### src/rtl/mdio_phy_responder_if.sv
// -----------------------------------------------------------------------------
// mdio_phy_responder_if
//
// Bundles the MDIO pad signals and the local host/status port of the Clause-22
// MDIO PHY responder.
//
//   slave  modport : the responder (drives pad output, host read data, status)
//   master modport : the environment (drives MDC/MDIO pad input, host access)
//
// Signals:
//   mdc_i       MDIO clock from the station manager (async to the system clock)
//   mdio_i      MDIO pad input
//   mdio_o      MDIO pad output value
//   mdio_oe     MDIO pad output enable (1 = drive mdio_o, 0 = release)
//   host_we     host write strobe, one system clock cycle
//   host_addr   host register address (read and write)
//   host_wdata  host write data
//   host_rdata  registered read data, regfile[host_addr], 1-cycle latency
//   wr_strobe   one-cycle pulse when an MDIO write commits
//   wr_addr     register address of the last MDIO write
//   rd_strobe   one-cycle pulse when an MDIO read frame is accepted
//   busy        high from start-of-frame detection until frame end/abort
// -----------------------------------------------------------------------------
interface mdio_phy_responder_if;
  logic        mdc_i;
  logic        mdio_i;
  logic        mdio_o;
  logic        mdio_oe;
  logic        host_we;
  logic [4:0]  host_addr;
  logic [15:0] host_wdata;
  logic [15:0] host_rdata;
  logic        wr_strobe;
  logic [4:0]  wr_addr;
  logic        rd_strobe;
  logic        busy;

  modport slave (
    input  mdc_i, mdio_i, host_we, host_addr, host_wdata,
    output mdio_o, mdio_oe, host_rdata, wr_strobe, wr_addr, rd_strobe, busy
  );

  modport master (
    output mdc_i, mdio_i, host_we, host_addr, host_wdata,
    input  mdio_o, mdio_oe, host_rdata, wr_strobe, wr_addr, rd_strobe, busy
  );
endinterface

### src/rtl/mdio_phy_responder.sv
// -----------------------------------------------------------------------------
// mdio_phy_responder
//
// PHY-side Clause-22 MDIO endpoint. Oversamples MDC/MDIO with the system clock,
// decodes frames addressed to PHY_ADDR, serves reads from and commits writes
// to a 32 x 16-bit register file. A host port lets local logic preload and
// inspect the register file.
//
// Parameters:
//   PHY_ADDR  PHY address this responder answers to
//   PRE_MIN   consecutive preamble '1' bits required before start-of-frame
//
// Ports:
//   clk_i     system clock, at least 8x the MDC frequency
//   rst_i     asynchronous, active-high reset
//   bus       mdio_phy_responder_if.slave (MDIO pad + host/status signals)
//
// Timing: MDIO is sampled 3 clk_i cycles after an MDC rising edge at the pin
// (2 synchronizer flops + 1 edge-detect flop); the pad output changes 3 clk_i
// cycles after an MDC falling edge at the pin.
// -----------------------------------------------------------------------------
module mdio_phy_responder #(
  parameter logic [4:0] PHY_ADDR = 5'b00111,
  parameter int         PRE_MIN  = 32
) (
  input  logic                   clk_i,
  input  logic                   rst_i,
  mdio_phy_responder_if.slave    bus
);

  // Preamble counter saturates at PRE_MIN, so it only needs to hold PRE_MIN.
  localparam int                 PRE_W   = (PRE_MIN < 1) ? 1 : $clog2(PRE_MIN + 1);
  localparam logic [PRE_W-1:0]   PRE_SAT = PRE_W'(PRE_MIN);

  localparam logic [3:0] S_IDLE  = 4'd0;
  localparam logic [3:0] S_ST    = 4'd1;
  localparam logic [3:0] S_OP    = 4'd2;
  localparam logic [3:0] S_PHYAD = 4'd3;
  localparam logic [3:0] S_REGAD = 4'd4;
  localparam logic [3:0] S_TA    = 4'd5;
  localparam logic [3:0] S_WDATA = 4'd6;
  localparam logic [3:0] S_RDATA = 4'd7;
  localparam logic [3:0] S_SKIP  = 4'd8;

  // ---------------------------------------------------------------------------
  // Synchronizers and MDC edge detection
  // ---------------------------------------------------------------------------
  logic [1:0] mdc_sync_q;
  logic [1:0] mdio_sync_q;
  logic       mdc_prev_q;
  logic       mdc_s;
  logic       mdio_s;
  logic       mdc_rise;
  logic       mdc_fall;

  assign mdc_s    = mdc_sync_q[1];
  assign mdio_s   = mdio_sync_q[1];
  assign mdc_rise = mdc_s & ~mdc_prev_q;
  assign mdc_fall = ~mdc_s & mdc_prev_q;

  // ---------------------------------------------------------------------------
  // Frame decoder state
  // ---------------------------------------------------------------------------
  logic [3:0]       state_q,     state_d;
  logic [PRE_W-1:0] pre_cnt_q,   pre_cnt_d;
  logic [4:0]       bit_cnt_q,   bit_cnt_d;
  logic             op_hi_q,     op_hi_d;
  logic             is_read_q,   is_read_d;
  logic [4:0]       phyad_q,     phyad_d;
  logic             phy_match_q, phy_match_d;
  logic [4:0]       regad_q,     regad_d;
  logic [15:0]      shift_q,     shift_d;
  logic [4:0]       fall_cnt_q,  fall_cnt_d;
  logic             commit_q,    commit_d;
  logic             busy_q,      busy_d;
  logic             mdio_o_q,    mdio_o_d;
  logic             mdio_oe_q,   mdio_oe_d;
  logic             wr_strobe_q, wr_strobe_d;
  logic             rd_strobe_q, rd_strobe_d;
  logic [4:0]       wr_addr_q,   wr_addr_d;
  logic             go_idle;

  logic [15:0]      regfile_q [32];
  logic [15:0]      host_rdata_q;

  // ---------------------------------------------------------------------------
  // Next-state logic
  // ---------------------------------------------------------------------------
  always_comb begin
    // NOTE: every signal written here gets a default first, so no path can
    // leave one unassigned and infer a latch.
    state_d     = state_q;
    pre_cnt_d   = pre_cnt_q;
    bit_cnt_d   = bit_cnt_q;
    op_hi_d     = op_hi_q;
    is_read_d   = is_read_q;
    phyad_d     = phyad_q;
    phy_match_d = phy_match_q;
    regad_d     = regad_q;
    shift_d     = shift_q;
    fall_cnt_d  = fall_cnt_q;
    busy_d      = busy_q;
    mdio_o_d    = mdio_o_q;
    mdio_oe_d   = mdio_oe_q;
    wr_addr_d   = wr_addr_q;
    commit_d    = 1'b0;
    wr_strobe_d = 1'b0;
    rd_strobe_d = 1'b0;
    go_idle     = 1'b0;

    if (commit_q) begin
      // Cycle after the 16th write-data sample: the register file takes the
      // data on this same edge (see the register-file block).
      wr_strobe_d = 1'b1;
      wr_addr_d   = regad_q;
      go_idle     = 1'b1;
    end else if (mdc_rise) begin
      case (state_q)
        S_IDLE: begin
          if (mdio_s) begin
            if (pre_cnt_q < PRE_SAT) pre_cnt_d = pre_cnt_q + PRE_W'(1);
          end else if (pre_cnt_q >= PRE_SAT) begin
            // This 0 is the first start-of-frame bit.
            state_d   = S_ST;
            busy_d    = 1'b1;
            pre_cnt_d = '0;
          end else begin
            pre_cnt_d = '0;
          end
        end

        S_ST: begin
          if (mdio_s) begin
            state_d   = S_OP;
            bit_cnt_d = 5'd0;
          end else begin
            go_idle = 1'b1;
          end
        end

        S_OP: begin
          if (bit_cnt_q == 5'd0) begin
            op_hi_d   = mdio_s;
            bit_cnt_d = 5'd1;
          end else begin
            case ({op_hi_q, mdio_s})
              2'b01: begin
                is_read_d = 1'b0;
                state_d   = S_PHYAD;
                bit_cnt_d = 5'd0;
              end
              2'b10: begin
                is_read_d = 1'b1;
                state_d   = S_PHYAD;
                bit_cnt_d = 5'd0;
              end
              default: go_idle = 1'b1;
            endcase
          end
        end

        S_PHYAD: begin
          phyad_d = {phyad_q[3:0], mdio_s};
          if (bit_cnt_q == 5'd4) begin
            phy_match_d = (phyad_d == PHY_ADDR);
            state_d     = S_REGAD;
            bit_cnt_d   = 5'd0;
          end else begin
            bit_cnt_d = bit_cnt_q + 5'd1;
          end
        end

        S_REGAD: begin
          regad_d = {regad_q[3:0], mdio_s};
          if (bit_cnt_q == 5'd4) begin
            bit_cnt_d = 5'd0;
            if (!phy_match_q) begin
              // Another PHY owns this frame: stay off the pad for TA + data.
              state_d = S_SKIP;
            end else if (is_read_q) begin
              // Snapshot now so later host writes cannot alter the read data.
              state_d     = S_RDATA;
              shift_d     = regfile_q[regad_d];
              rd_strobe_d = 1'b1;
              fall_cnt_d  = 5'd0;
            end else begin
              state_d = S_TA;
            end
          end else begin
            bit_cnt_d = bit_cnt_q + 5'd1;
          end
        end

        S_TA: begin
          if (bit_cnt_q == 5'd1) begin
            state_d   = S_WDATA;
            bit_cnt_d = 5'd0;
          end else begin
            bit_cnt_d = bit_cnt_q + 5'd1;
          end
        end

        S_WDATA: begin
          shift_d = {shift_q[14:0], mdio_s};
          if (bit_cnt_q == 5'd15) commit_d = 1'b1;
          else                    bit_cnt_d = bit_cnt_q + 5'd1;
        end

        S_SKIP: begin
          if (bit_cnt_q == 5'd17) go_idle = 1'b1;
          else                    bit_cnt_d = bit_cnt_q + 5'd1;
        end

        // The read frame is paced by falling edges; rising samples are unused.
        S_RDATA: ;

        default: go_idle = 1'b1;
      endcase
    end else if (mdc_fall && (state_q == S_RDATA)) begin
      // Falling edges after the last REGAD sample: 1 = TA Z, 2 = TA 0,
      // 3..18 = D15..D0, 19 = release and finish.
      fall_cnt_d = fall_cnt_q + 5'd1;
      if (fall_cnt_q == 5'd0) begin
        mdio_oe_d = 1'b0;
      end else if (fall_cnt_q == 5'd1) begin
        mdio_oe_d = 1'b1;
        mdio_o_d  = 1'b0;
      end else if (fall_cnt_q <= 5'd17) begin
        mdio_o_d = shift_q[15];
        shift_d  = {shift_q[14:0], 1'b0};
      end else begin
        mdio_oe_d = 1'b0;
        mdio_o_d  = 1'b1;
        go_idle   = 1'b1;
      end
    end

    // Every way back to IDLE restarts preamble detection and drops busy.
    if (go_idle) begin
      state_d   = S_IDLE;
      pre_cnt_d = '0;
      busy_d    = 1'b0;
    end
  end

  // ---------------------------------------------------------------------------
  // State registers
  // ---------------------------------------------------------------------------
  always_ff @(posedge clk_i or posedge rst_i) begin
    // NOTE: non-blocking assignments throughout, so every flop samples the
    // pre-edge value of every other flop regardless of statement order.
    if (rst_i) begin
      mdc_sync_q  <= 2'b00;
      mdio_sync_q <= 2'b11;
      mdc_prev_q  <= 1'b0;
      state_q     <= S_IDLE;
      pre_cnt_q   <= '0;
      bit_cnt_q   <= 5'd0;
      op_hi_q     <= 1'b0;
      is_read_q   <= 1'b0;
      phyad_q     <= 5'd0;
      phy_match_q <= 1'b0;
      regad_q     <= 5'd0;
      shift_q     <= 16'h0000;
      fall_cnt_q  <= 5'd0;
      commit_q    <= 1'b0;
      busy_q      <= 1'b0;
      mdio_o_q    <= 1'b1;
      mdio_oe_q   <= 1'b0;
      wr_strobe_q <= 1'b0;
      rd_strobe_q <= 1'b0;
      wr_addr_q   <= 5'd0;
    end else begin
      mdc_sync_q  <= {mdc_sync_q[0], bus.mdc_i};
      mdio_sync_q <= {mdio_sync_q[0], bus.mdio_i};
      mdc_prev_q  <= mdc_s;
      state_q     <= state_d;
      pre_cnt_q   <= pre_cnt_d;
      bit_cnt_q   <= bit_cnt_d;
      op_hi_q     <= op_hi_d;
      is_read_q   <= is_read_d;
      phyad_q     <= phyad_d;
      phy_match_q <= phy_match_d;
      regad_q     <= regad_d;
      shift_q     <= shift_d;
      fall_cnt_q  <= fall_cnt_d;
      commit_q    <= commit_d;
      busy_q      <= busy_d;
      mdio_o_q    <= mdio_o_d;
      mdio_oe_q   <= mdio_oe_d;
      wr_strobe_q <= wr_strobe_d;
      rd_strobe_q <= rd_strobe_d;
      wr_addr_q   <= wr_addr_d;
    end
  end

  // ---------------------------------------------------------------------------
  // Register file and host port
  // ---------------------------------------------------------------------------
  always_ff @(posedge clk_i or posedge rst_i) begin
    if (rst_i) begin
      // NOTE: the register file is deliberately reset, so it is built from
      // flops rather than a RAM macro; reset must leave every entry at zero.
      for (int i = 0; i < 32; i++) regfile_q[i] <= 16'h0000;
      host_rdata_q <= 16'h0000;
    end else begin
      if (bus.host_we) regfile_q[bus.host_addr] <= bus.host_wdata;
      // Issued after the host write so the MDIO data wins an address clash.
      if (commit_q)    regfile_q[regad_q]       <= shift_q;
      host_rdata_q <= regfile_q[bus.host_addr];
    end
  end

  // ---------------------------------------------------------------------------
  // Outputs
  // ---------------------------------------------------------------------------
  assign bus.mdio_o     = mdio_o_q;
  assign bus.mdio_oe    = mdio_oe_q;
  assign bus.host_rdata = host_rdata_q;
  assign bus.wr_strobe  = wr_strobe_q;
  assign bus.wr_addr    = wr_addr_q;
  assign bus.rd_strobe  = rd_strobe_q;
  assign bus.busy       = busy_q;

endmodule
### src/flat_wrapper.sv
// flat-port wrapper written by rule: the top's interface ports become plain ports
module mdio_phy_responder_flat 
#(
  parameter logic [4:0] PHY_ADDR = 5'b00111,
  parameter int         PRE_MIN  = 32
)
  (clk_i, rst_i, bus_mdc_i, bus_mdio_i, bus_host_we, bus_host_addr, bus_host_wdata, bus_mdio_o, bus_mdio_oe, bus_host_rdata, bus_wr_strobe, bus_wr_addr, bus_rd_strobe, bus_busy);
  mdio_phy_responder_if bus_i ();
  input  logic clk_i;
  input  logic rst_i;
  input wire logic [$bits(bus_i.mdc_i)-1:0] bus_mdc_i;
  input wire logic [$bits(bus_i.mdio_i)-1:0] bus_mdio_i;
  input wire logic [$bits(bus_i.host_we)-1:0] bus_host_we;
  input wire logic [$bits(bus_i.host_addr)-1:0] bus_host_addr;
  input wire logic [$bits(bus_i.host_wdata)-1:0] bus_host_wdata;
  output wire logic [$bits(bus_i.mdio_o)-1:0] bus_mdio_o;
  output wire logic [$bits(bus_i.mdio_oe)-1:0] bus_mdio_oe;
  output wire logic [$bits(bus_i.host_rdata)-1:0] bus_host_rdata;
  output wire logic [$bits(bus_i.wr_strobe)-1:0] bus_wr_strobe;
  output wire logic [$bits(bus_i.wr_addr)-1:0] bus_wr_addr;
  output wire logic [$bits(bus_i.rd_strobe)-1:0] bus_rd_strobe;
  output wire logic [$bits(bus_i.busy)-1:0] bus_busy;
  assign bus_i.mdc_i = bus_mdc_i;
  assign bus_i.mdio_i = bus_mdio_i;
  assign bus_i.host_we = bus_host_we;
  assign bus_i.host_addr = bus_host_addr;
  assign bus_i.host_wdata = bus_host_wdata;
  assign bus_mdio_o = bus_i.mdio_o;
  assign bus_mdio_oe = bus_i.mdio_oe;
  assign bus_host_rdata = bus_i.host_rdata;
  assign bus_wr_strobe = bus_i.wr_strobe;
  assign bus_wr_addr = bus_i.wr_addr;
  assign bus_rd_strobe = bus_i.rd_strobe;
  assign bus_busy = bus_i.busy;
  mdio_phy_responder #(.PHY_ADDR(PHY_ADDR), .PRE_MIN(PRE_MIN)) u_core (.clk_i(clk_i), .rst_i(rst_i), .bus(bus_i));
endmodule
### config.mk
export PLATFORM = sky130hd
export DESIGN_NAME = mdio_phy_responder_flat
export DESIGN_NICKNAME = d
export VERILOG_FILES = /design/src/rtl/mdio_phy_responder_if.sv /design/src/rtl/mdio_phy_responder.sv /design/src/flat_wrapper.sv
export SDC_FILE = /design/constraint.sdc
export NUM_CORES = 2
export LEC_CHECK = 0
export ABC_AREA = 1
export ABC_CLOCK_PERIOD_IN_PS = 25600
export CORE_UTILIZATION = 40
export CTS_CLUSTER_SIZE = 14
export DETAILED_ROUTE_END_ITERATION = 16
export GPL_ROUTABILITY_DRIVEN = 1
export HOLD_SLACK_MARGIN = 0.06
export PLACE_DENSITY = 0.54
export SLEW_MARGIN = 20
export SYNTH_ARGS = -nofsm -noshare
export SYNTH_HDL_FRONTEND = slang
export SYNTH_SLANG_ARGS = --single-unit
### constraint.sdc
create_clock -name clk_i -period 25.6 [get_ports clk_i]
set_input_delay 2.56 -clock clk_i [delete_from_list [all_inputs] [get_ports clk_i]]
set_output_delay 2.56 -clock clk_i [all_outputs]
set_load 0.01 [all_outputs]
# After elaboration in Yosys (flattened, before gate mapping)
# Cells that the tools add are included.
# word_totals
out_inout_bits	26
elab_cells	238
mem_bits_rw	0
rom_bits	0
in_bits	26
latch_bits	0
reg_bits	592
memories	0
# op_classes
reduce_logical	30
div	0
n_addsub	3
multipliers	0
eq_ne	42
n_lt_le_gt_ge	8
bitwise_logic	11
mux	91
n_shift	0
# op_table
cell	n
512-bit bitwise mux	2
512-bit two-way mux	2
16-bit two-way mux	14
16-bit binary-select mux with 5-bit select	2
16-bit demux with 5-bit select	2
5-bit two-way mux	13
4-bit two-way mux	12
6-bit two-way mux	6
1-bit two-way mux	32
16-bit one-hot mux with 2 select lines	1
5-bit one-hot mux with 6 select lines	1
6-bit >= comparator (second input constant)	4
4-bit one-hot mux with 6 select lines	1
4-bit AND reduction	5
3-bit by 1-bit != test with 1-bit output (second input constant)	6
3-bit != test (second input constant)	6
5-bit inverter with 6-bit output	3
4-bit by 3-bit == test with 1-bit output (second input constant)	4
2-bit != test (second input constant)	8
6-bit by 1-bit < comparator with 1-bit output (second input constant)	2
2-bit nonzero test	6
11-bit AND reduction	1
5-bit by 1-bit adder with 5-bit output (second input constant)	2
5-bit by 1-bit == test with 1-bit output (second input constant)	2
other kinds (30)	48

# Depth between registers and ports, before layout
# depth
ltp_word	9
depth_mapped	14
ltp_nobuf	12

# Least setup slack after synthesis
# Ideal clock, no wire load.
# synth_timing
kind	input port to flip-flop
from	input bus_host_addr[2]
to	register u_core.regfile_q[146] in the netlist's numbering
arrival_time_ns	3.846
required_time_ns	25.480
path_buffers	3
setup_slack_ns	21.635
setup_time_ns	0.120
stages	12
path_cell_list	buf_4 > inv_1 > nor3_1 > inv_2 > nor2_2 > buf_4 > inv_2 > buf_2 > a21oi_1 > o21ai_1 > o21ai_0 > inv_1
# synth_via
elab_chain_cells	9
elab_cells_between_ends	10
classes_between	order compare (2); mux (6); bitwise (1); reduce/logical (1)
# synth_rtl
element	line_no	text
from (decl)	flat_wrapper.sv:14	input wire logic [$bits(bus_i.host_addr)-1:0] bus_host_addr;
5-bit inverter with 6-bit output (implied by the code) (*)	mdio_phy_responder.sv:307	if (bus.host_we) regfile_q[bus.host_addr] <= bus.host_wdata;
6-bit >= comparator (implied by the code) / 6-bit by 1-bit < comparator with 1-bit output (equally long branches)	mdio_phy_responder.sv:307	
1-bit logical AND (implied by the code)	mdio_phy_responder.sv:307	
16-bit two-way mux (implied by the code)	mdio_phy_responder.sv:307	
16-bit demux with 5-bit select (*)	mdio_phy_responder.sv:307	
512-bit bitwise mux (*)	mdio_phy_responder.sv:307	
512-bit two-way mux (*)	mdio_phy_responder.sv:307	
512-bit bitwise mux	mdio_phy_responder.sv:309	if (commit_q) regfile_q[regad_q] <= shift_q;
512-bit two-way mux (*)	mdio_phy_responder.sv:309	
to (signal, indexed assignment)	mdio_phy_responder.sv:307	
to (signal, indexed assignment)	mdio_phy_responder.sv:309	
to (decl)	mdio_phy_responder.sv:83	logic [15:0] regfile_q [32];
# Mark *: on every way between the ends. The rest lies on a longest branch, timed or not.
# A chain may end at the register's enable or synchronous reset.

# Worst setup path in the final report
# layout_timing
from	input bus_host_addr[1]
to	register u_core.regfile_q[294] in the netlist's numbering
# Same word-level chain as after synthesis.

==> impl_metrics.json <==
{
  "synth.most_common_cell": "nand2_1",
  "viasPerCell": 6.153,
  "ios": 52,
  "cts_hold_buf": 0,
  "utilization": 0.4445,
  "use_met1": 0.5168,
  "irDropWorstVdd_v": 0.00004380,
  "synth_top_area_frac": 0.3977,
  "gr-total-overflow": 0,
  "final.setup_skew_ns": 0.04180,
  "synth_seq_cells": 592,
  "netlist_area_mm2": 0.03706,
  "p_per_area_mw_per_mm2": 71.07,
  "ctsResizeCount": 0,
  "fmax_mhz": 168.8,
  "gr-usage-met2": 0.5721,
  "fin_cells": 6513,
  "ant_nets": 0,
  "wl_per_cell_um": 28.65,
  "top_usage_layer": "met2",
  "grt_pass1_wl_mm": 265.8,
  "coreArea_mm2": 0.09166,
  "dieHeight_um": 306.4,
  "start_kind": "primary input",
  "syn_inst": 5466,
  "period_share": 0.2314,
  "synthArstFlopShare": 1.000,
  "initial_core_util": 0.4044,
  "drive_gt1_frac": 0.06068,
  "first_pass_iters": 7,
  "dpl.hpwl_mm": 115.4,
  "setup_violations": 0,
  "synthTopCellsByArea": "dfrtp_1 (40%), nand2_1 (16%), o21ai_0 (14%)",
  "yosysWarnings": 0,
  "pre_cts_slack_ns": 19.10,
  "p_leak_nw": 19.90,
  "layout.nets": 5305,
  "criticalPathCategory": "primary input to flop",
  "yosysUniqueCellTypes": 43,
  "gp_congestion": 0.9816,
  "hp-class": "flop to flop",
  "yosys.area.top_type": "dfrtp_1",
  "yosysSeqAreaShare": 0.3998,
  "cp-end-kind": "flop",
  "clock_tree.root_cell": "clkbuf_16",
  "vias": 40074,
  "die-area_mm2": 0.09388,
  "first_global_vias": 36171,
  "fin_tns_setup_ns": 0,
  "design_power_total_mw": 2.896,
  "rows": 111,
  "maxCapViolations": 0,
  "cts.reportedPaths.clkPinSlew_ns": 0.06,
  "clk_path_buf_depth": 3,
  "antenna_found_initial": 12,
  "slew_violations": 0,
  "rsz0062_at_grt": "no",
  "cts_tree": "built",
  "clock_latency_ns": 0.68,
  "hold_viol": 0,
  "avgSynthCellArea_um2": 6.781,
  "synth-edff-count": 0,
  "area_growth_pct": 9.931,
  "placed_cells": 6379,
  "synth_nets": 5502,
  "finalWorstSetupSlack_ns": 19.68,
  "post-route-min-period_ns": 5.924,
  "cts_htree_levels": 3,
  "die_w_um": 306.4,
  "io_buffers": 51,
  "ys.flop_type": "dfrtp_1",
  "cp.required_ns": 26.11,
  "worst_pin_slew_ns": 1.294,
  "netlist_top_cells_count": "nand2_1 (1535), o21ai_0 (1037), inv_1 (601)",
  "relSlewSlack": 0.1367,
  "outcome": "finished clean",
  "numCtsBuffers": 74,
  "cts.sinks": 592,
  "postCtsSetupBuffers": 0,
  "cp_data_arrival_time_ns": 6.43,
  "gr-usage-met3": 0.1265,
  "drc": 0,
  "totalWireLength_mm": 186.6,
  "drtIter0Drc": 6562,
  "grt_max_degree": 165,
  "grtUsageTotal": 0.3917,
  "path_max_fanout": 29
}
-- power by group --
| part | internal, mW | switching [mW] | leakage (nW) |
|---|---|---|---|
| Clock | 0.628 | 0.461 | 1.19 |
| Sequential | 1.10 | 0.118 | 6.99 |
| Combinational | 0.214 | 0.378 | 11.7 |
| Total | 1.94 | 0.957 | 19.9 |
-- stage by stage --
step | instance area, um^2 | hold slack [ns]
2_1_floorplan | 37060 | 0.3312
3_3_place_gp | 38290 | 0.3537
3_5_place_dp | 38300 | 0.3487
4_1_cts | 40730 | 0.3622
5_1_grt | 40740 | 0.3625
6_report | 40750 | 0.3552
-- kinds of logic (layout without fill, tap and decap cells) --
kind of cell / count (synthesis) / count (layout) / synth area share
AOI/OAI and AO/OA: 1825 / 1825 / 0.2708
xor gates and xnor gates: 5 / 5 / 0.001181
adders and majority gates: 10 / 10 / 0.003376
buffers and inverters: 1078 / 935 / 0.1137
DFF: 592 / 592 / 0.3998
muxes: 3 / 3 / 0.0008777
other: 0 / 4 / 0
and+or+nand+nor: 1953 / 1953 / 0.2102
-- routing by layer --
| layer | vias to the layer above | wire length [um] |
|---|---|---|
| li1 | 17637 | - |
| met1 | 19004 | 71630 |
| met2 | 2861 | 77960 |
| met3 | 564 | 25950 |
| met4 | 8 | 11010 |
| met5 | - | 45 |
-- state kept, by name, summed over array words and instances, names as in the netlist, 2 cells and up --
signal                 count
u_core.regfile_q         512
u_core.bus.wr_addr         5
u_core.state_q             4
u_core.fall_cnt_q          5
u_core.shift_q            16
u_core.mdio_sync_q         2
u_core.mdc_sync_q          2
u_core.regad_q             5
u_core.bus.host_rdata     16
u_core.bit_cnt_q           5
u_core.pre_cnt_q           6
u_core.phyad_q             4
-- layout make-up --
type / count / area, um^2
Clock inverter: 16 / 198.9
Multi-Input combinational cell: 3796 / 18120
Tap cell: 1186 / 1484
Clock buffer: 114 / 2223
Fill cell: 9586 / 50920
Timing Repair Buffer: 181 / 1524
Sequential cell: 592 / 14830
Inverter: 624 / 2356
Antenna cell: 4 / 10.01
-- cell usage in the layout (no fill, tap or decap), drive strengths merged, types with 8 or more instances in the layout --
cell type / count
inv: 622
dfrtp: 589
buf: 130
clkinv: 14
a21oi: 351
nor3: 53
a22oi: 133
nand2: 1537
or2: 8
clkdlybuf4s50: 51
nand3: 156
o221ai: 8
o211ai: 128
nor2: 178
clkbuf: 114
ha: 10
o22ai: 143
nand4: 21
a31oi: 8
o21ai: 1045
-- critical path: stages --
cell and delay (ns):
clkdlybuf4s50_1 0.69, inv_1 0.16, nand2_2 0.43, buf_4 0.67
nor2_4 0.16, inv_2 0.38, nor2_2 0.10, inv_1 0.83
o21ai_0 0.17, a21oi_1 0.17, a21oi_1 0.06
-- worst paths after layout --
| path | from | end | slack, ns | cells after the start |
|---|---|---|---|---|
| setup / recovery | bus_host_addr[1] | u_core.regfile_q[294] | 19.68 | 11 |
| hold / removal | u_core.mdc_sync_q[0] | u_core.mdc_sync_q[1] | 0.36 | 0 |
| setup reg to reg | u_core.mdio_sync_q[1] | u_core.shift_q[3] | 20.90 | 13 |
| hold reg to reg | u_core.mdc_sync_q[0] | u_core.mdc_sync_q[1] | 0.36 | 0 |
| max in group asynchronous | rst_i | u_core.regfile_q[188] | 20.85 | 4 |
| min in group asynchronous | rst_i | u_core.regfile_q[324] | 2.50 | 2 |
Note: power is estimated with default switching activity, not from simulation.
